`src/rtl/cla_nibble_serial_adder_pkg.sv`:
```
// Shared definitions for the nibble-serial CLA adder: slice width and FSM encoding.
package cla_nibble_serial_adder_pkg;

   localparam int unsigned Nibble = 4;

   typedef enum logic [1:0] {
      StIdle = 2'd0,
      StRun  = 2'd1,
      StDone = 2'd2
   } state_e;

endpackage

```
`src/rtl/cla_nibble_serial_adder_cla4.sv`:
```
// cla4: 4-bit carry-lookahead adder slice, purely combinational.
module cla4 (
   input  logic [3:0] a_i,
   input  logic [3:0] b_i,
   input  logic       ci_i,
   output logic [3:0] s_o,
   output logic       co_o
);

   logic [3:0] g;
   logic [3:0] p;
   logic [3:0] c;

   // Generate/propagate terms and flattened lookahead carries
   always_comb begin
      g    = a_i & b_i;
      p    = a_i ^ b_i;
      c[0] = ci_i;
      c[1] = g[0] | (p[0] & ci_i);
      c[2] = g[1] | (p[1] & g[0]) | (p[1] & p[0] & ci_i);
      c[3] = g[2] | (p[2] & g[1]) | (p[2] & p[1] & g[0]) | (p[2] & p[1] & p[0] & ci_i);
      co_o = g[3] | (p[3] & g[2]) | (p[3] & p[2] & g[1]) | (p[3] & p[2] & p[1] & g[0])
           | (p[3] & p[2] & p[1] & p[0] & ci_i);
      s_o  = p ^ c;
   end

endmodule

```
`src/rtl/cla_nibble_serial_adder.sv`:
```
// cla_nibble_serial_adder: Width-bit adder built from one cla4 slice used over Width/4 cycles,
// least-significant nibble first, with a start/busy/done handshake.
// Optional feature: define CLA_SERIAL_OVF_EN to add a registered signed-overflow output ovf_o.
module cla_nibble_serial_adder
   import cla_nibble_serial_adder_pkg::*;
#(
   parameter int unsigned Width = 32
) (
   input  logic             clk_i,
   input  logic             rst_i,
   input  logic             start_i,
   input  logic [Width-1:0] a_i,
   input  logic [Width-1:0] b_i,
   input  logic             ci_i,
   output logic             busy_o,
   output logic             done_o,
   output logic [Width-1:0] s_o,
   output logic             co_o
`ifdef CLA_SERIAL_OVF_EN
   ,
   output logic             ovf_o
`endif
);

   localparam int unsigned NumNib = Width / Nibble;
   localparam int unsigned IdxW   = $clog2(NumNib);
   localparam logic [IdxW-1:0] LastIdx = IdxW'(NumNib - 1);

   state_e            state_q, state_d;
   logic [IdxW-1:0]   idx_q;
   logic [Width-1:0]  a_q, b_q;
   logic              carry_q;
   logic [Width-1:0]  part_q, part_d;
   logic [Width-1:0]  s_q;
   logic              co_q;

   logic              accept;
   logic              last;
   logic [Nibble-1:0] nib_a, nib_b, nib_s;
   logic              nib_co;

   // Handshake decode: a new request is taken whenever the engine is not mid-run
   always_comb begin
      accept = start_i && ((state_q == StIdle) || (state_q == StDone));
      last   = (state_q == StRun) && (idx_q == LastIdx);
      nib_a  = a_q[Nibble*idx_q +: Nibble];
      nib_b  = b_q[Nibble*idx_q +: Nibble];
   end

   cla4 u_cla4 (
      .a_i  (nib_a),
      .b_i  (nib_b),
      .ci_i (carry_q),
      .s_o  (nib_s),
      .co_o (nib_co)
   );

   // Merge the current slice result into the partial sum
   always_comb begin
      part_d = part_q;
      part_d[Nibble*idx_q +: Nibble] = nib_s;
   end

   // FSM state register
   always_ff @(posedge clk_i or posedge rst_i) begin
      if (rst_i) begin
         state_q <= StIdle;
      end else begin
         state_q <= state_d;
      end
   end

   // FSM next-state logic
   always_comb begin
      state_d = state_q;
      unique case (state_q)
         StIdle:  if (accept) state_d = StRun;
         StRun:   if (last) state_d = StDone;
         StDone:  state_d = start_i ? StRun : StIdle;
         default: state_d = StIdle;
      endcase
   end

   // FSM outputs
   always_comb begin
      busy_o = (state_q == StRun);
      done_o = (state_q == StDone);
   end

   // Datapath: operand capture, per-nibble accumulation, result update on completion only
   always_ff @(posedge clk_i or posedge rst_i) begin
      if (rst_i) begin
         a_q     <= '0;
         b_q     <= '0;
         carry_q <= 1'b0;
         idx_q   <= '0;
         part_q  <= '0;
         s_q     <= '0;
         co_q    <= 1'b0;
      end else begin
         if (accept) begin
            a_q     <= a_i;
            b_q     <= b_i;
            carry_q <= ci_i;
            idx_q   <= '0;
            part_q  <= '0;
         end else if (state_q == StRun) begin
            part_q  <= part_d;
            carry_q <= nib_co;
            idx_q   <= idx_q + IdxW'(1);
         end
         if (last) begin
            s_q  <= part_d;
            co_q <= nib_co;
         end
      end
   end

`ifdef CLA_SERIAL_OVF_EN
   logic ovf_q;

   // Signed overflow: carry into the MSB (recovered from the top slice) xor carry out of it
   always_ff @(posedge clk_i or posedge rst_i) begin
      if (rst_i) begin
         ovf_q <= 1'b0;
      end else if (last) begin
         ovf_q <= nib_a[Nibble-1] ^ nib_b[Nibble-1] ^ nib_s[Nibble-1] ^ nib_co;
      end
   end

   assign ovf_o = ovf_q;
`endif

   assign s_o  = s_q;
   assign co_o = co_q;

endmodule

```
`config.mk`:
```
export PLATFORM = sky130hd
export DESIGN_NAME = cla_nibble_serial_adder
export DESIGN_NICKNAME = d
export VERILOG_FILES = /design/src/rtl/cla_nibble_serial_adder_pkg.sv /design/src/rtl/cla_nibble_serial_adder_cla4.sv /design/src/rtl/cla_nibble_serial_adder.sv
export SDC_FILE = /design/constraint.sdc
export NUM_CORES = 1
export LEC_CHECK = 0
export ABC_AREA = 1
export CAP_MARGIN = 10
export CORE_UTILIZATION = 54
export DETAILED_ROUTE_END_ITERATION = 7
export PLACE_DENSITY_LB_ADDON = 0.3
export RECOVER_POWER = 25
export SLEW_MARGIN = 20
export SYNTH_ARGS = -nofsm -noshare
export SYNTH_HDL_FRONTEND = slang
export SYNTH_HIERARCHICAL = 1
export SYNTH_SLANG_ARGS = --single-unit
```
`constraint.sdc`:
```
create_clock -name clk_i -period 5.43 [get_ports clk_i]
set_input_delay 1.086 -clock clk_i [delete_from_list [all_inputs] [get_ports clk_i]]
set_output_delay 1.086 -clock clk_i [all_outputs]
set_load 0.05 [all_outputs]
```
== Yosys cells after proc, flatten, opt, wreduce, memory -nomap -nowiden ==
Index checks and enable logic that the tools add are counted.

* Register bits after elaboration: 135
* Input bits: 68
* Output and inout bits: 35

* Multiplexer cells: 11
* Reductions and logical operators: 6
* Equal/unequal tests: 5
* Bitwise logic cells: 29
* $add $sub $neg: 2
* Shift-type cells: 4

{| class="wikitable"
|+ Operator list
! kind !! number
|-
| $mux W32 || 2
|-
| $shiftx A32 B6 Y4 || 2
|-
| $neg A5 Y34 || 1
|-
| $shift A4 B34 Y32 const A || 1
|-
| $shiftx A4 B34 Y32 || 1
|-
| $bwmux W32 || 1
|-
| $and A1 B1 Y1 || 16
|-
| $or A1 B1 Y1 || 10
|-
| $xor A4 B4 Y4 || 2
|-
| $mux W3 || 2
|-
| $pmux W2 S3 || 1
|-
| $and A4 B4 Y4 || 1
|-
| $mux W2 || 2
|-
| $add A3 B1 Y3 const B || 1
|-
| $eq A3 B3 Y1 const B || 1
|-
| $mux W1 || 3
|-
| $eq A2 B1 Y1 const B || 1
|-
| $eq A2 B2 Y1 const B || 1
|-
| $logic_and A1 B1 Y1 || 2
|-
| $logic_not A2 Y1 || 1
|-
| $ne A2 B1 Y1 const B || 1
|-
| $ne A2 B2 Y1 const B || 1
|-
| $reduce_and A2 Y1 || 1
|-
| $reduce_bool A2 Y1 || 1
|-
| $logic_or A1 B1 Y1 || 1
|}

== Depth between registers and ports, before layout ==
* Depth after elaboration: 11
* Depth in mapped cells: 19

== By module ==
The synthesis kept the hierarchy.

{| class="wikitable"
|+ By module, submodules not included
! module !! cells each !! seq. area each (um^2) !! area each (um^2) !! times used
|-
| cla_nibble_serial_adder || 873 || 3378.2 || 6561.3 || 1
|-
| cla4 || 31 || 0.0 || 188.9 || 1
|}

== Worst setup path after synthesis ==
No wires, ideal clock.

* Path type: register to register
* Start: reg idx_q[0]
* End: reg s_q[21] (netlist: s_o[21])
* Stages on the path, launching flop included: 15
* Arrival: 2.279 ns
* Buffers on the path: 2
* Slack: 3.085 ns
* Period minus slack after synthesis: 2.345 ns
* Data required time: 5.364 ns
* Cell sequence: dfrtp_1 > buf_4 > inv_2 > clkbuf_1 > o21ai_0 > nand2_1 > nand2_1 > nand2_1 > inv_1 > fa_1 > xnor2_1 > nand4_1 > nand3_1 > nand3_1 > nand2_1

* Elaborated cells on any way between the ends: 26

{| class="wikitable"
|+ RTL lines
! what !! line !! source
|-
| start, declared || cla_nibble_serial_adder.sv:30 || <nowiki>logic [IdxW-1:0] idx_q;</nowiki>
|-
| start signal, assigned || cla_nibble_serial_adder.sv:110 || <nowiki>idx_q <= idx_q + IdxW'(1);</nowiki>
|-
| $shiftx A32 B6 Y4 (*) || cla_nibble_serial_adder.sv:46 || <nowiki>nib_a = a_q[Nibble*idx_q +: Nibble];</nowiki>
|-
| net nib_a[0] || cla_nibble_serial_adder.sv:39 || <nowiki>logic [Nibble-1:0] nib_a, nib_b, nib_s;</nowiki>
|-
| $xor A4 B4 Y4 || cla_nibble_serial_adder_cla4.sv:17 || <nowiki>p = a_i ^ b_i;</nowiki>
|-
| $and A1 B1 Y1 || cla_nibble_serial_adder_cla4.sv:19 || <nowiki>c[1] = g[0] | (p[0] & ci_i);</nowiki>
|-
| $or A1 B1 Y1 (*) || cla_nibble_serial_adder_cla4.sv:19 ||
|-
| $xor A4 B4 Y4 (*) || cla_nibble_serial_adder_cla4.sv:24 || <nowiki>s_o = p ^ c;</nowiki>
|-
| net nib_s[1] || cla_nibble_serial_adder.sv:39 ||
|-
| $shiftx A4 B34 Y32 (*) || cla_nibble_serial_adder.sv:61 || <nowiki>part_d[Nibble*idx_q +: Nibble] = nib_s;</nowiki>
|-
| $bwmux W32 (*) || cla_nibble_serial_adder.sv:61 ||
|-
| end signal, assigned || cla_nibble_serial_adder.sv:113 || <nowiki>s_q <= part_d;</nowiki>
|-
| end, declared || cla_nibble_serial_adder.sv:34 || <nowiki>logic [Width-1:0] s_q;</nowiki>
|}

The timed path passes the listed nets; every way through them passes the cells marked *.
A chain may end at the register's enable or synchronous reset.

== Worst setup path in the final report ==
* Start: in start_i
* End: reg a_q[8]

* Word-level cells in the longest chain between the ends: 1

{| class="wikitable"
|+ Ends and longest elaborated chain
! what !! line !! source
|-
| start, declared || cla_nibble_serial_adder.sv:11 || <nowiki>input logic start_i,</nowiki>
|-
| $logic_and A1 B1 Y1 || cla_nibble_serial_adder.sv:44 || <nowiki>accept = start_i && ((state_q == StIdle) || (state_q == StDone));</nowiki>
|-
| end signal, assigned || cla_nibble_serial_adder.sv:102 || <nowiki>a_q <= a_i;</nowiki>
|-
| end, declared || cla_nibble_serial_adder.sv:31 || <nowiki>logic [Width-1:0] a_q, b_q;</nowiki>
|}

Every way passes these cells.

==> qor.yml <==
run_status:
  status: "complete, but fails checks"
  failed_checks: "max-capacitance violations, max-slew violations"
clock_tree:
  clk_latency_ns: 0.42
  root_buffer: "clkbuf_16"
  clkSinkCount: 135
  numCtsBuffers: 17
  cts_setup_buffers: 0
  h-tree-depth: 4
  clkTransAtPathRegs_ns: 0.06
  cts_tree: "yes"
  hold_buffers: 0
  cts.repair.resized: 0
  cts_buffer_depth: 2
floorplanning:
  die-area_um2: 13000
  io_pins: 103
  die_y_um: 114
  core_um2: 12100
  fp.dieW_um: 114
  core.rowCount: 40
  start_util: 0.557
hold_path:
  hp-class: "reg -> reg"
  min_from: "a_q[23]"
critical_path:
  end_kind: "flip-flop"
  crit_path_max_fanout: 80
  required_ns: 5.77
  crit_start: "start_i"
  path_class: "in -> reg"
  start_kind: "input pin"
  critPathArrivalTime_ns: 4.29
  r2r-start: "idx_q[1]"
sta:
  tns_ns: 0
  rsz0062_at_grt: "no"
  setup_viol: 0
  hold_slack_ns: 0.464
  finalClockSkew_ns: 0.00639
  fin_crit_ns: 3.94
  maxSlewViolCount: 194
  finalCritPeriodShare: 0.726
  max_freq_ghz: 0.254
  hold_viol_final: 0
  tightest_slew_ns: 2.82
  slew_headroom: -0.883
global_route:
  grt_max_degree: 81
  overflow: 0
  antenna_found_initial: 0
  first_global_vias: 5680
  grt_pass1_wl_um: 26700
  track_usage: 0.265
drt:
  first_pass_iters: 5
  drtAntennaViolNets: 0
  drtIter0Drc: 381
  drc: 0
  wl_per_cell_um: 13.5
  route.final.wire_length_um: 15700
  via_per_inst: 5.10
  vias: 5960
placement:
  hpwl_um: 10500
  io_buffers: 102
  place_congestion: 0.912
power_and_ir_drop:
  p_leak_nw: 4.39
  peakVddDrop_mv: 0.394
  p_per_area_nw_per_um2: 717
yosys:
  ys_seq_area_frac: 0.500
  ys_seq_elements: 135
  synth_warnings: 6
  syn-cell-area_um2: 6750
  netlist_instances: 904
  synth_area_per_cell_um2: 7.47
  synth_nets: 985
  synth_cell_type_count: 25
layout:
  final_cell_mix: "nand2_1, dfrtp_1, clkdlybuf4s50_1"
  final_common_cell: "nand2_1"
  drive_gt1_frac: 0.0530
  num_antenna_cells: 0
  synthToLayoutAreaGrowth_pct: 24.2
  layout.nets: 1068
run:
  cap_violations: 3
cells in the mapped netlist:
master,instances,area (um2)
inv_1,76,285
nand4_1,6,37.5
o211ai_1,8,60.1
clkinv_1,2,7.51
nor2_1,42,158
ha_1,12,150
a21oi_1,9,45.0
xnor2_1,1,8.76
inv_2,5,18.8
fa_1,1,20.0
nand2_1,412,1550
o21ai_0,44,220
nor2_4,3,33.8
dfrtp_1,135,3380
buf_2,25,125
or2_0,1,6.26
clkbuf_1,13,48.8
nand3_2,4,40.0
nand3_1,92,460
nand2_2,5,31.3
o22ai_1,1,6.26
nor2_2,1,6.26
nand3b_1,1,7.51
buf_6,3,33.8
buf_4,2,15.0
per-layer routing:
layer	track usage	wire, um	part of all wire	vias up
met5	0	0	0	-
met4	0.103	319	0.020	0
met3	0.0478	970	0.062	30
met2	0.406	6900	0.44	203
met1	0.376	7530	0.48	2748
li1	-	-	-	2979
state kept, by name, indices dropped and copies added (netlist names):
register / count
co_o: 1
a_q: 32
b_q: 32
idx_q: 3
state_q: 2
carry_q: 1
part_q: 32
s_o: 32
final timing paths:
kind                                    to  slack, ns  depth (start not counted)
worst min-delay path               a_q[23]       0.46                          2
min in group asynchronous             co_o       1.81                          2
worst max-delay path                a_q[8]       1.49                          6
max in group asynchronous       part_q[29]       2.22                          3
worst min register to register     a_q[23]       0.46                          2
worst max register to register  part_q[23]       2.01                         16
cell type report:
type	count	area, um2
Fill cell	996	3730
Sequential cell	135	3380
Clock buffer	18	439
Timing Repair Buffer	107	1050
Inverter	83	313
Clock inverter	14	158
Multi-Input combinational cell	643	2830
Tap cell	168	210
kinds of logic after synthesis:
family / count (synthesis) / synth area share
and+or+nand+nor: 567 / 0.345
DFF: 135 / 0.500
buffers and inverters: 126 / 0.0791
AOI/OAI and AO/OA: 62 / 0.0491
adders and majority gates: 13 / 0.0252
xor gates and xnor gates: 1 / 0.00130
critical path, stage by stage:
cell and delay [ns]:
dlygate4sd3_1 0.53, inv_1 0.05, nor2_1 0.11, clkbuf_1 2.01
nand2_1 0.27, nand2_1 0.19
where the power goes:
part | switching, mW | internal (mW)
registers | 0.298 | 1.47
clock network | 0.428 | 0.727
logic | 2.09 | 0.994
through the flow:
stage	power, mW	setup slack (ns)	instance area [um2]	util	instances
after floorplan	4.04	0.733	6750	-	904
after global placement	4.72	2.20	7800	0.644	1136
after detailed placement	4.81	2.09	7800	0.644	1136
after CTS	6.00	2.03	8400	0.693	1168
after global routing	6.50	0.999	8380	0.692	1168
final	6.01	1.49	8380	0.692	1168
Note: power is estimated with default switching activity, not from simulation.
